[src/rtl/hs_dcr_master.sv]
// DCR bus initiator: one sequencer command at a time, with an ack/timeout handshake toward the slave.
// Optional reissue-on-timeout is built only when HS_DCR_RETRY_EN is defined.
module hs_dcr_master #(
    parameter int unsigned C_TIMEOUT = 64,
    parameter int unsigned C_CNT_W   = 8
`ifdef HS_DCR_RETRY_EN
    ,
    parameter int unsigned C_RETRY   = 2
`endif
) (
    input  logic        sys_clk,
    input  logic        sys_rst,

    input  logic        cmd_valid,
    output logic        cmd_ready,
    input  logic        cmd_write,
    input  logic [0:9]  cmd_addr,
    input  logic [31:0] cmd_wdata,

    output logic        rsp_valid,
    input  logic        rsp_ready,
    output logic [31:0] rsp_rdata,
    output logic        rsp_timeout,
    output logic        busy,

    output logic        DCR_Read,
    output logic        DCR_Write,
    output logic [0:9]  DCR_ABus,
    output logic [0:31] DCR_Sl_DBus,
    input  logic        Sl_dcrAck,
    input  logic [0:31] Sl_dcrDBus
);

    localparam logic [1:0] StIdle    = 2'd0;
    localparam logic [1:0] StAccess  = 2'd1;
    localparam logic [1:0] StRelease = 2'd2;
    localparam logic [1:0] StResp    = 2'd3;

    localparam logic [C_CNT_W-1:0] CntLast = C_CNT_W'(C_TIMEOUT - 1);
    localparam logic [C_CNT_W-1:0] CntMax  = {C_CNT_W{1'b1}};
    localparam logic [C_CNT_W-1:0] CntOne  = C_CNT_W'(1);

    logic [1:0]         state_q, state_d;
    logic [C_CNT_W-1:0] cnt_q, cnt_d, cnt_inc;
    logic               write_q, write_d;
    logic               rd_q, rd_d;
    logic               wr_d, wr_q;
    logic [0:9]         abus_q, abus_d;
    logic [0:31]        dbus_q, dbus_d;
    logic               rsp_valid_q, rsp_valid_d;
    logic [31:0]        rdata_q, rdata_d;
    logic               tmo_q, tmo_d;
    logic               busy_q, busy_d;
    logic               cmd_ready_q, cmd_ready_d;

`ifdef HS_DCR_RETRY_EN
    localparam int unsigned RetryW = (C_RETRY < 2) ? 1 : $clog2(C_RETRY + 1);
    localparam logic [RetryW-1:0] RetryLast = RetryW'(C_RETRY);
    localparam logic [RetryW-1:0] RetryOne  = RetryW'(1);

    logic [RetryW-1:0] retry_q, retry_d;
    logic              retry_pend_q, retry_pend_d;
`endif

    // Saturating so a slave that never answers cannot wrap the counter.
    assign cnt_inc = (cnt_q == CntMax) ? cnt_q : cnt_q + CntOne;

    always_comb begin
        state_d     = state_q;
        cnt_d       = cnt_q;
        write_d     = write_q;
        rd_d        = rd_q;
        wr_d        = wr_q;
        abus_d      = abus_q;
        dbus_d      = dbus_q;
        rsp_valid_d = rsp_valid_q;
        rdata_d     = rdata_q;
        tmo_d       = tmo_q;
        busy_d      = busy_q;
        cmd_ready_d = cmd_ready_q;
`ifdef HS_DCR_RETRY_EN
        retry_d      = retry_q;
        retry_pend_d = retry_pend_q;
`endif

        unique case (state_q)
            StIdle: begin
                if (cmd_valid && cmd_ready_q) begin
                    write_d     = cmd_write;
                    abus_d      = cmd_addr;
                    dbus_d      = cmd_wdata;
                    cnt_d       = '0;
                    rd_d        = ~cmd_write;
                    wr_d        = cmd_write;
                    rdata_d     = '0;
                    tmo_d       = 1'b0;
                    busy_d      = 1'b1;
                    cmd_ready_d = 1'b0;
                    state_d     = StAccess;
`ifdef HS_DCR_RETRY_EN
                    retry_d      = '0;
                    retry_pend_d = 1'b0;
`endif
                end
            end

            StAccess: begin
                if (Sl_dcrAck) begin
                    rdata_d = write_q ? 32'h0 : Sl_dcrDBus;
                    rd_d    = 1'b0;
                    wr_d    = 1'b0;
                    cnt_d   = '0;
                    state_d = StRelease;
                end else if (cnt_q == CntLast) begin
                    rd_d    = 1'b0;
                    wr_d    = 1'b0;
                    cnt_d   = '0;
                    state_d = StRelease;
`ifdef HS_DCR_RETRY_EN
                    if (retry_q != RetryLast) begin
                        retry_pend_d = 1'b1;
                    end else begin
                        tmo_d = 1'b1;
                    end
`else
                    tmo_d   = 1'b1;
`endif
                end else begin
                    cnt_d = cnt_inc;
                end
            end

            StRelease: begin
                if (!Sl_dcrAck) begin
                    cnt_d = '0;
`ifdef HS_DCR_RETRY_EN
                    if (retry_pend_q) begin
                        // Reissue the latched command; address and data are still held.
                        rd_d         = ~write_q;
                        wr_d         = write_q;
                        retry_d      = retry_q + RetryOne;
                        retry_pend_d = 1'b0;
                        state_d      = StAccess;
                    end else begin
                        rsp_valid_d = 1'b1;
                        state_d     = StResp;
                    end
`else
                    rsp_valid_d = 1'b1;
                    state_d     = StResp;
`endif
                end else if (cnt_q == CntLast) begin
                    cnt_d       = '0;
                    tmo_d       = 1'b1;
                    rsp_valid_d = 1'b1;
                    state_d     = StResp;
`ifdef HS_DCR_RETRY_EN
                    retry_pend_d = 1'b0;
`endif
                end else begin
                    cnt_d = cnt_inc;
                end
            end

            StResp: begin
                if (rsp_valid_q && rsp_ready) begin
                    rsp_valid_d = 1'b0;
                    busy_d      = 1'b0;
                    cmd_ready_d = 1'b1;
                    state_d     = StIdle;
                end
            end

            default: begin
                state_d = StIdle;
            end
        endcase
    end

    always_ff @(posedge sys_clk or posedge sys_rst) begin
        if (sys_rst) begin
            state_q     <= StIdle;
            cnt_q       <= '0;
            write_q     <= 1'b0;
            rd_q        <= 1'b0;
            wr_q        <= 1'b0;
            abus_q      <= '0;
            dbus_q      <= '0;
            rsp_valid_q <= 1'b0;
            rdata_q     <= '0;
            tmo_q       <= 1'b0;
            busy_q      <= 1'b0;
            cmd_ready_q <= 1'b1;
        end else begin
            state_q     <= state_d;
            cnt_q       <= cnt_d;
            write_q     <= write_d;
            rd_q        <= rd_d;
            wr_q        <= wr_d;
            abus_q      <= abus_d;
            dbus_q      <= dbus_d;
            rsp_valid_q <= rsp_valid_d;
            rdata_q     <= rdata_d;
            tmo_q       <= tmo_d;
            busy_q      <= busy_d;
            cmd_ready_q <= cmd_ready_d;
        end
    end

`ifdef HS_DCR_RETRY_EN
    always_ff @(posedge sys_clk or posedge sys_rst) begin
        if (sys_rst) begin
            retry_q      <= '0;
            retry_pend_q <= 1'b0;
        end else begin
            retry_q      <= retry_d;
            retry_pend_q <= retry_pend_d;
        end
    end
`endif

    assign cmd_ready   = cmd_ready_q;
    assign rsp_valid   = rsp_valid_q;
    assign rsp_rdata   = rdata_q;
    assign rsp_timeout = tmo_q;
    assign busy        = busy_q;
    assign DCR_Read    = rd_q;
    assign DCR_Write   = wr_q;
    assign DCR_ABus    = abus_q;
    assign DCR_Sl_DBus = dbus_q;

endmodule

[config.mk]
export PLATFORM = sky130hd
export DESIGN_NAME = hs_dcr_master
export DESIGN_NICKNAME = d
export VERILOG_FILES = /design/src/rtl/hs_dcr_master.sv
export SDC_FILE = /design/constraint.sdc
export NUM_CORES = 1
export LEC_CHECK = 0
export CORE_ASPECT_RATIO = 1.2
export CORE_MARGIN = 4
export CORE_UTILIZATION = 40
export DETAILED_ROUTE_END_ITERATION = 10
export PLACE_DENSITY = 0.76
export SYNTH_ARGS = -nofsm -noshare
export SYNTH_HDL_FRONTEND = slang
export SYNTH_SLANG_ARGS = --single-unit
[constraint.sdc]
create_clock -name sys_clk -period 6.97 [get_ports sys_clk]
set_clock_uncertainty 0.1 [all_clocks]
set_input_delay 1.0455 -clock sys_clk [delete_from_list [all_inputs] [get_ports sys_clk]]
set_output_delay 1.0455 -clock sys_clk [all_outputs]
set_load 0.02 [all_outputs]
; ---- Word level (Yosys, flattened, before mapping)
; Index checks and enable logic that the tools add are counted.
[op_classes]
addsub = 1
n_mux = 36
n_reduce_logical = 15
bitwise = 1
eq_ne = 12
[ops]
columns = op, count
row1 = $mux W32, 3
row2 = $pmux W32 S2, 1
row3 = $mux W8, 5
row4 = $pmux W8 S3, 1
row5 = $mux W1, 13
row6 = $mux W2, 6
row7 = $reduce_and A3 Y1, 4
row8 = $ne A2 B2 Y1 const B, 5
row9 = $pmux W1 S2, 5
row10 = $add A8 B1 Y8 const B, 1
row11 = $eq A8 B6 Y1 const B, 1
row12 = $eq A8 B8 Y1 const B, 1
row13 = $pmux W2 S4, 1
row14 = $reduce_and A4 Y1, 2
row15 = $ne A3 B3 Y1 const B, 2
row16 = $reduce_bool A2 Y1, 3
row17 = $eq A2 B2 Y1 const B, 2
row18 = $reduce_and A2 Y1, 2
row19 = $pmux W1 S3, 1
row20 = $reduce_bool A3 Y1, 1
row21 = $eq A2 B1 Y1 const B, 1
row22 = $logic_and A1 B1 Y1, 2
row23 = $logic_not A2 Y1, 1
row24 = $not A1 Y1, 1
[word_totals]
reg_bits = 91
word_cells = 77
output_inout_bits = 80

; ---- Longest topological paths before layout
; Gate-level depths: netlist (run 1).
[logic_depth]
depth_word = 5
ltp_mapped = 8
mapped_depth_nobuf = 6

; ---- Worst setup path before layout (run 1)
; OpenSTA, ideal clock, no wires.
[synth_path]
kind = input to register
startpoint = input port cmd_valid
endpoint = register rd_q, in the netlist DCR_Read
arrival_time_ps = 2107
path_stages = 5
path_buffers = 1
setup_ps = 125
slack_ps = 4639
cell_sequence = a21boi_1 > or3_1 > buf_2 > o21ai_1 > mux2_2
[synth_via]
elab_chain_cells = 3
[synth_rtl]
columns = item, line_no
row1 = start: declaration, 14  ; input logic cmd_valid,
row2 = $logic_and A1 B1 Y1, 88  ; if (cmd_valid && cmd_ready_q) begin
row3 = $ne A2 B2 Y1 (no source line), n/a
row4 = $reduce_and A3 Y1 (no source line), n/a
row5 = end signal: assignment, 198  ; rd_q <= rd_d;
row6 = end: declaration, 46  ; logic rd_q, rd_d;
; Every way passes these cells.
; A chain may end at the register's enable or synchronous reset.

; ---- Worst setup path after layout (run 1)
[layout_path]
startpoint = input port cmd_valid
endpoint = register wr_q, in the netlist DCR_Write
[layout_via]
elab_chain_cells = 3
[layout_rtl]
columns = item, line_no
row1 = $logic_and A1 B1 Y1, 88
row2 = $ne A2 B2 Y1 (no source line), n/a
row3 = $reduce_and A3 Y1 (no source line), n/a
row4 = end signal: assignment, 199  ; wr_q <= wr_d;
row5 = end: declaration, 47  ; logic wr_d, wr_q;
; Every way passes these cells.

==> flow_summary.json, run 1 <==
{
  "routed-via-count": 3018,
  "clock_power_share": 0.128,
  "finalCritPeriodShare": 0.464,
  "numCtsBuffers": 9,
  "core_area_um2": 9180,
  "p_comb_frac": 0.532,
  "drive_above_1_share": 0.144,
  "post-dp-hpwl_um": 7090,
  "path_max_fanout": 33,
  "seqPwrFrac": 0.340,
  "yosys.area.top_type": "dfrtp_1",
  "tightest_slew_ns": 1.11,
  "cts_tree": "done",
  "dieHeight_um": 115,
  "rr_worst_depth": 6,
  "synth.cell_area_um2": 3800,
  "hold_viol_final": 0,
  "post_drt_via_cell_ratio": 4.93,
  "grt_max_degree": 92,
  "switchingPower_mw": 1.05,
  "tns_ns": 0,
  "async_flop_share": 1.00,
  "synthMostInstantiatedCell": "dfrtp_1",
  "cts-htree-levels": 3,
  "synth_edf_count": 0,
  "status": "finished, final reports clean",
  "post_cts_buffers": 0,
  "synth_top_flop_cell": "dfrtp_1",
  "grt_pass1_wl_um": 15400,
  "ctsHoldBuffers": 0,
  "wl_per_cell_um": 15.6,
  "vdd_drop_max_uv": 273,
  "cts_resized": 0,
  "maxSlewHeadroom": 0.257,
  "drt_iter0_markers": 155,
  "cap_violations": 0,
  "ys_warn_count": 0,
  "synth_top_area_frac": 0.593,
  "drt_wl_total_um": 9540,
  "synth.distinct_cells": 38,
  "ys_seq_area_frac": 0.600,
  "synth_commonest_cells": "dfrtp_1, nand2_1, mux2_2",
  "drc": 0,
  "synthCells": 331,
  "rsz0062_at_grt": "no",
  "numClockSinks": 91,
  "avgSynthCellArea_um2": 11.5,
  "fin_util": 0.620,
  "grt.total_usage": 0.173,
  "port_buffers": 159,
  "hold_path_depth": 2,
  "end_kind": "register",
  "slew_violations": 0,
  "ant_nets": 0,
  "root_buffer": "clkbuf_8",
  "dpl.cell_count": 596,
  "die-area_um2": 11100,
  "cp.arrival_ns": 3.38,
  "cts.path.max_buffers": 2,
  "num_io_pins": 160,
  "path_clk_slew_ns": 0.09,
  "overflow": 0,
  "rows": 38,
  "p_sw_frac": 0.394,
  "die_w_um": 97.0,
  "worst_setup_path_start_kind": "input pin",
  "grt_pass1_vias": 3122,
  "syn2layout_area_growth_pct": 49.7,
  "num_antenna_cells": 0,
  "final_cell_count_no_fill": 612,
  "timing.fmax_mhz": 309,
  "first_pass_iters": 6,
  "synth_nets": 417,
  "place.gp.congestion": 0.842,
  "cp.required_ns": 7.12,
  "synthTopCellsByArea": "dfrtp_1, mux2_2, nand2_1",
  "antenna_found_initial": 0,
  "finalNetCount": 573,
  "initial_core_util": 0.414,
  "clk_latency_ns": 0.35,
  "p_leak_nw": 2.54,
  "power_density_nw_per_um2": 468,
  "nFillCells": 784,
  "fin_crit_ns": 3.23,
  "min_path_type": "reg2reg",
  "setup_viol": 0,
  "ys_seq_elements": 91,
  "internal_power_mw": 1.61,
  "critPathKind": "in2reg"
}
==> metrics by stage <==
stage	setup slack [ns]	instance area (um^2)	total power, mW	hold WS (ns)
floorplan	3.46	3800	1.70	0.381
global placement	3.38	5500	2.31	0.350
detailed placement	3.36	5500	2.35	0.355
CTS	3.74	5690	2.69	0.374
global route	3.52	5690	2.83	0.387
finish	3.74	5690	2.66	0.369
==> critical path, cell delays in order <==
cell and delay, ns:
clkdlybuf4s50_1 0.43, a21boi_1 0.42, or3_1 0.90, o21ai_1 0.25, mux2_2 0.34
==> path summary, 6_finish.rpt <==
check                           slack [ns]                    endpoint                      from
worst max-delay path                  3.74       DCR_Write$_DFFE_PP0P_                 cmd_valid
worst min-delay path                  0.37    rsp_rdata[7]$_DFFE_PP0P_  rsp_rdata[7]$_DFFE_PP0P_
worst max register to register        4.07       DCR_Write$_DFFE_PP0P_    state_q[1]$_DFFE_PP0P_
worst min register to register        0.37    rsp_rdata[7]$_DFFE_PP0P_  rsp_rdata[7]$_DFFE_PP0P_
max in group asynchronous             4.78   rsp_rdata[22]$_DFFE_PP0P_                   sys_rst
min in group asynchronous             1.26  DCR_Sl_DBus[8]$_DFFE_PP0P_                   sys_rst
==> state kept, by name, indices dropped and copies added, names as in the netlist, 2 cells and up <==
| register | flops |
|---|---|
| DCR_Sl_DBus | 32 |
| DCR_ABus | 10 |
| cnt_q | 8 |
| rsp_rdata | 32 |
| state_q | 2 |
==> placed cells by master, fill, tap and decap left out, types with 2 or more instances in the layout <==
cell type,n
dfrtp_1,90
or3_1,4
mux2i_1,3
a2bb2oi_1,3
clkdlybuf4s50_1,159
a21oi_1,8
ha_1,6
clkbuf_8,13
nand3_1,36
mux2_2,46
clkinv_2,2
inv_1,6
clkbuf_1,2
nor2_1,7
nor2b_1,4
o21ai_0,4
buf_4,3
nand2_1,71
==> cell families (layout without fill, tap and decap cells) <==
group	Yosys count	after routing	synth area share
AND/OR/NAND/NOR	133	133	0.159
flip-flops	91	91	0.600
multiplexers	49	49	0.144
AO/OA/AOI/OAI	27	27	0.0478
buffers and inverters	24	185	0.0273
adder cells (fa/ha/maj)	6	6	0.0198
XOR/XNOR	1	1	0.00231
==> layer usage <==
| metal | up-vias | global-route usage | part of all wire |
|---|---|---|---|
| li1 | 1444 | - | - |
| met4 | 0 | 0.0861 | 0.030 |
| met5 | - | 0 | 0 |
| met2 | 118 | 0.296 | 0.50 |
| met1 | 1434 | 0.207 | 0.41 |
| met3 | 22 | 0.0419 | 0.065 |
==> power groups by stage <==
stage	Sequential (mW)	Clock [mW]	Combinational, mW
after global routing	0.938	0.376	1.52
after global placement	0.905	0	1.41
after detailed placement	0.918	0	1.43
after CTS	0.908	0.351	1.43
final	0.904	0.341	1.41
after floorplan	1.19	0	0.514
==> layout make-up <==
type	count	area, um^2	area share
clock inverter	1	5.00	0.000880
timing repair buffer	162	1610	0.284
tap	120	150	0.0264
clock buffer	15	186	0.0328
sequential	91	2280	0.401
multi-input combinational	216	1430	0.251
inverter	7	27.5	0.00484
(Power assumes the default switching activity.)
==> run 2, diff against run 1 <==
- clock period: 6.97 -> 3.2 ns (I/O delays scaled with it)
==> run 2 against run 1 <==
Effect of this change: via count is 1.3% lower; worst hold slack worse by 0.0040 ns; critical path depth is 1 higher; worst setup slack worse by 2.8 ns; power is 120% higher; die area stayed put; final area is 0.79% higher; clock power is 140% higher; global-route usage is 0.27 points lower; utilization is 0.49 points higher; sequential share of layout area is 0.31 points lower; final cell count is 0.16% higher; largest power group unchanged.
==> flow_summary.json, run 2 (synthesized netlist as in run 1, its figures left out) <==
{
  "cap_violations": 0,
  "ant_nets": 0,
  "worst_setup_path_start_kind": "register",
  "ctsHoldBuffers": 0,
  "grt_max_degree": 61,
  "timing.fmax_mhz": 447,
  "final_cell_mix": "clkdlybuf4s50_1, dfrtp_1, nand2_1, mux2_2, nand3_1",
  "routed-via-count": 2978,
  "tns_ns": 0,
  "drc": 0,
  "status": "finished, final reports clean",
  "die-area_um2": 11100,
  "drt_iter0_markers": 138,
  "finalNetCount": 575,
  "overflow": 0,
  "drt_wl_total_um": 9530,
  "num_io_pins": 160,
  "numClockSinks": 91,
  "cts_resized": 0,
  "clk_latency_ns": 0.34,
  "wl_per_cell_um": 15.5,
  "crit_path_cell_trace": "inv_1 > ha_1 > a21boi_1 > a311o_1 > or4_1 > a21oi_1",
  "num_antenna_cells": 0,
  "holdWs_ns": 0.365,
  "layout_commonest_cell": "clkdlybuf4s50_1",
  "cp.required_ns": 3.36,
  "maxSlewHeadroom": 0.622,
  "die_w_um": 97.0,
  "p_leak_nw": 2.56,
  "antenna_found_initial": 0,
  "setup_viol": 0,
  "grt.total_usage": 0.171,
  "rows": 38,
  "place.gp.congestion": 0.841,
  "syn2layout_area_growth_pct": 50.9,
  "dp_slack_ns": 0.800,
  "fin_crit_ns": 2.24,
  "drive_above_1_share": 0.144,
  "grt_pass1_wl_um": 15400,
  "grt_pass1_vias": 3092,
  "finalWorstSetupSlack_ns": 0.962,
  "finalCritPeriodShare": 0.699,
  "tightest_slew_ns": 0.553,
  "path_clk_slew_ns": 0.08,
  "core_area_um2": 9180,
  "end_kind": "register",
  "initial_core_util": 0.414,
  "numCtsBuffers": 9,
  "hold_viol_final": 0,
  "critPathKind": "reg2reg",
  "min_path_type": "reg2reg",
  "first_pass_iters": 5,
  "cp.arrival_ns": 2.40,
  "slowest_delay_ns": 0.48,
  "rsz0062_at_grt": "no",
  "slew_violations": 0,
  "post-dp-hpwl_um": 7160,
  "cts-htree-levels": 3,
  "port_buffers": 159,
  "dieHeight_um": 115,
  "post_drt_via_cell_ratio": 4.86,
  "power_density_nw_per_um2": 1030,
  "post_cts_buffers": 0,
  "cts.path.max_buffers": 2,
  "root_buffer": "clkbuf_8",
  "vdd_drop_max_uv": 468,
  "path_max_fanout": 9,
  "slowest_stage": "a311o_1",
  "cts_tree": "done"
}
-- run 2: report_power, final --
part | leakage [nW] | internal [mW] | switching (mW)
clock | 0.104 | 0.459 | 0.358
sequential | 1.16 | 1.68 | 0.289
combinational | 1.30 | 1.48 | 1.62
total | 2.56 | 3.62 | 2.27
-- run 2: path summary, 6_finish.rpt --
check	to	slack (ns)	depth (start not counted)	startpoint
setup / recovery	cnt_q[5]$_DFFE_PP0P_	0.96	6	state_q[0]$_DFFE_PP0P_
max in group asynchronous	cmd_ready$_DFFE_PP1P_	1.87	3	sys_rst
min in group asynchronous	DCR_Sl_DBus[3]$_DFFE_PP0P_	0.40	2	sys_rst
hold reg to reg	rsp_rdata[24]$_DFFE_PP0P_	0.36	2	rsp_rdata[24]$_DFFE_PP0P_
setup reg to reg	cnt_q[5]$_DFFE_PP0P_	0.96	6	state_q[0]$_DFFE_PP0P_
hold / removal	rsp_rdata[24]$_DFFE_PP0P_	0.36	2	rsp_rdata[24]$_DFFE_PP0P_
-- run 2: critical path: cells and delay by family (launching register included) --
family	cells	cell delay, ns
AO/OA/AOI/OAI	3	0.85
AND/OR/NAND/NOR	1	0.43
flip-flops	1	0.41
adder cells (fa/ha/maj)	1	0.26
buffers and inverters	1	0.10
-- run 2: final cells by class --
cell class	instances	area [um^2]
Fill cell	736	3440
Inverter	7	27.5
Clock buffer	13	149
Tap cell	120	150
Clock inverter	2	60.1
Multi-Input combinational cell	216	1430
Timing Repair Buffer	164	1640
Sequential cell	91	2280
-- run 2: routing by layer --
layer,wire (um),GRT usage
met1,3940,0.209
met2,4890,0.300
met3,576,0.0352
met4,112,0.0637
met5,0,0
-- run 2: per-stage QoR --
stage,util,instances,power [mW],cell area (um^2)
global placement,0.602,598,5.05,5520
detailed placement,0.602,598,5.15,5520
CTS,0.625,613,5.97,5730
global route,0.625,613,6.27,5730
floorplan,-,331,3.71,3800
finish,0.625,613,5.89,5730
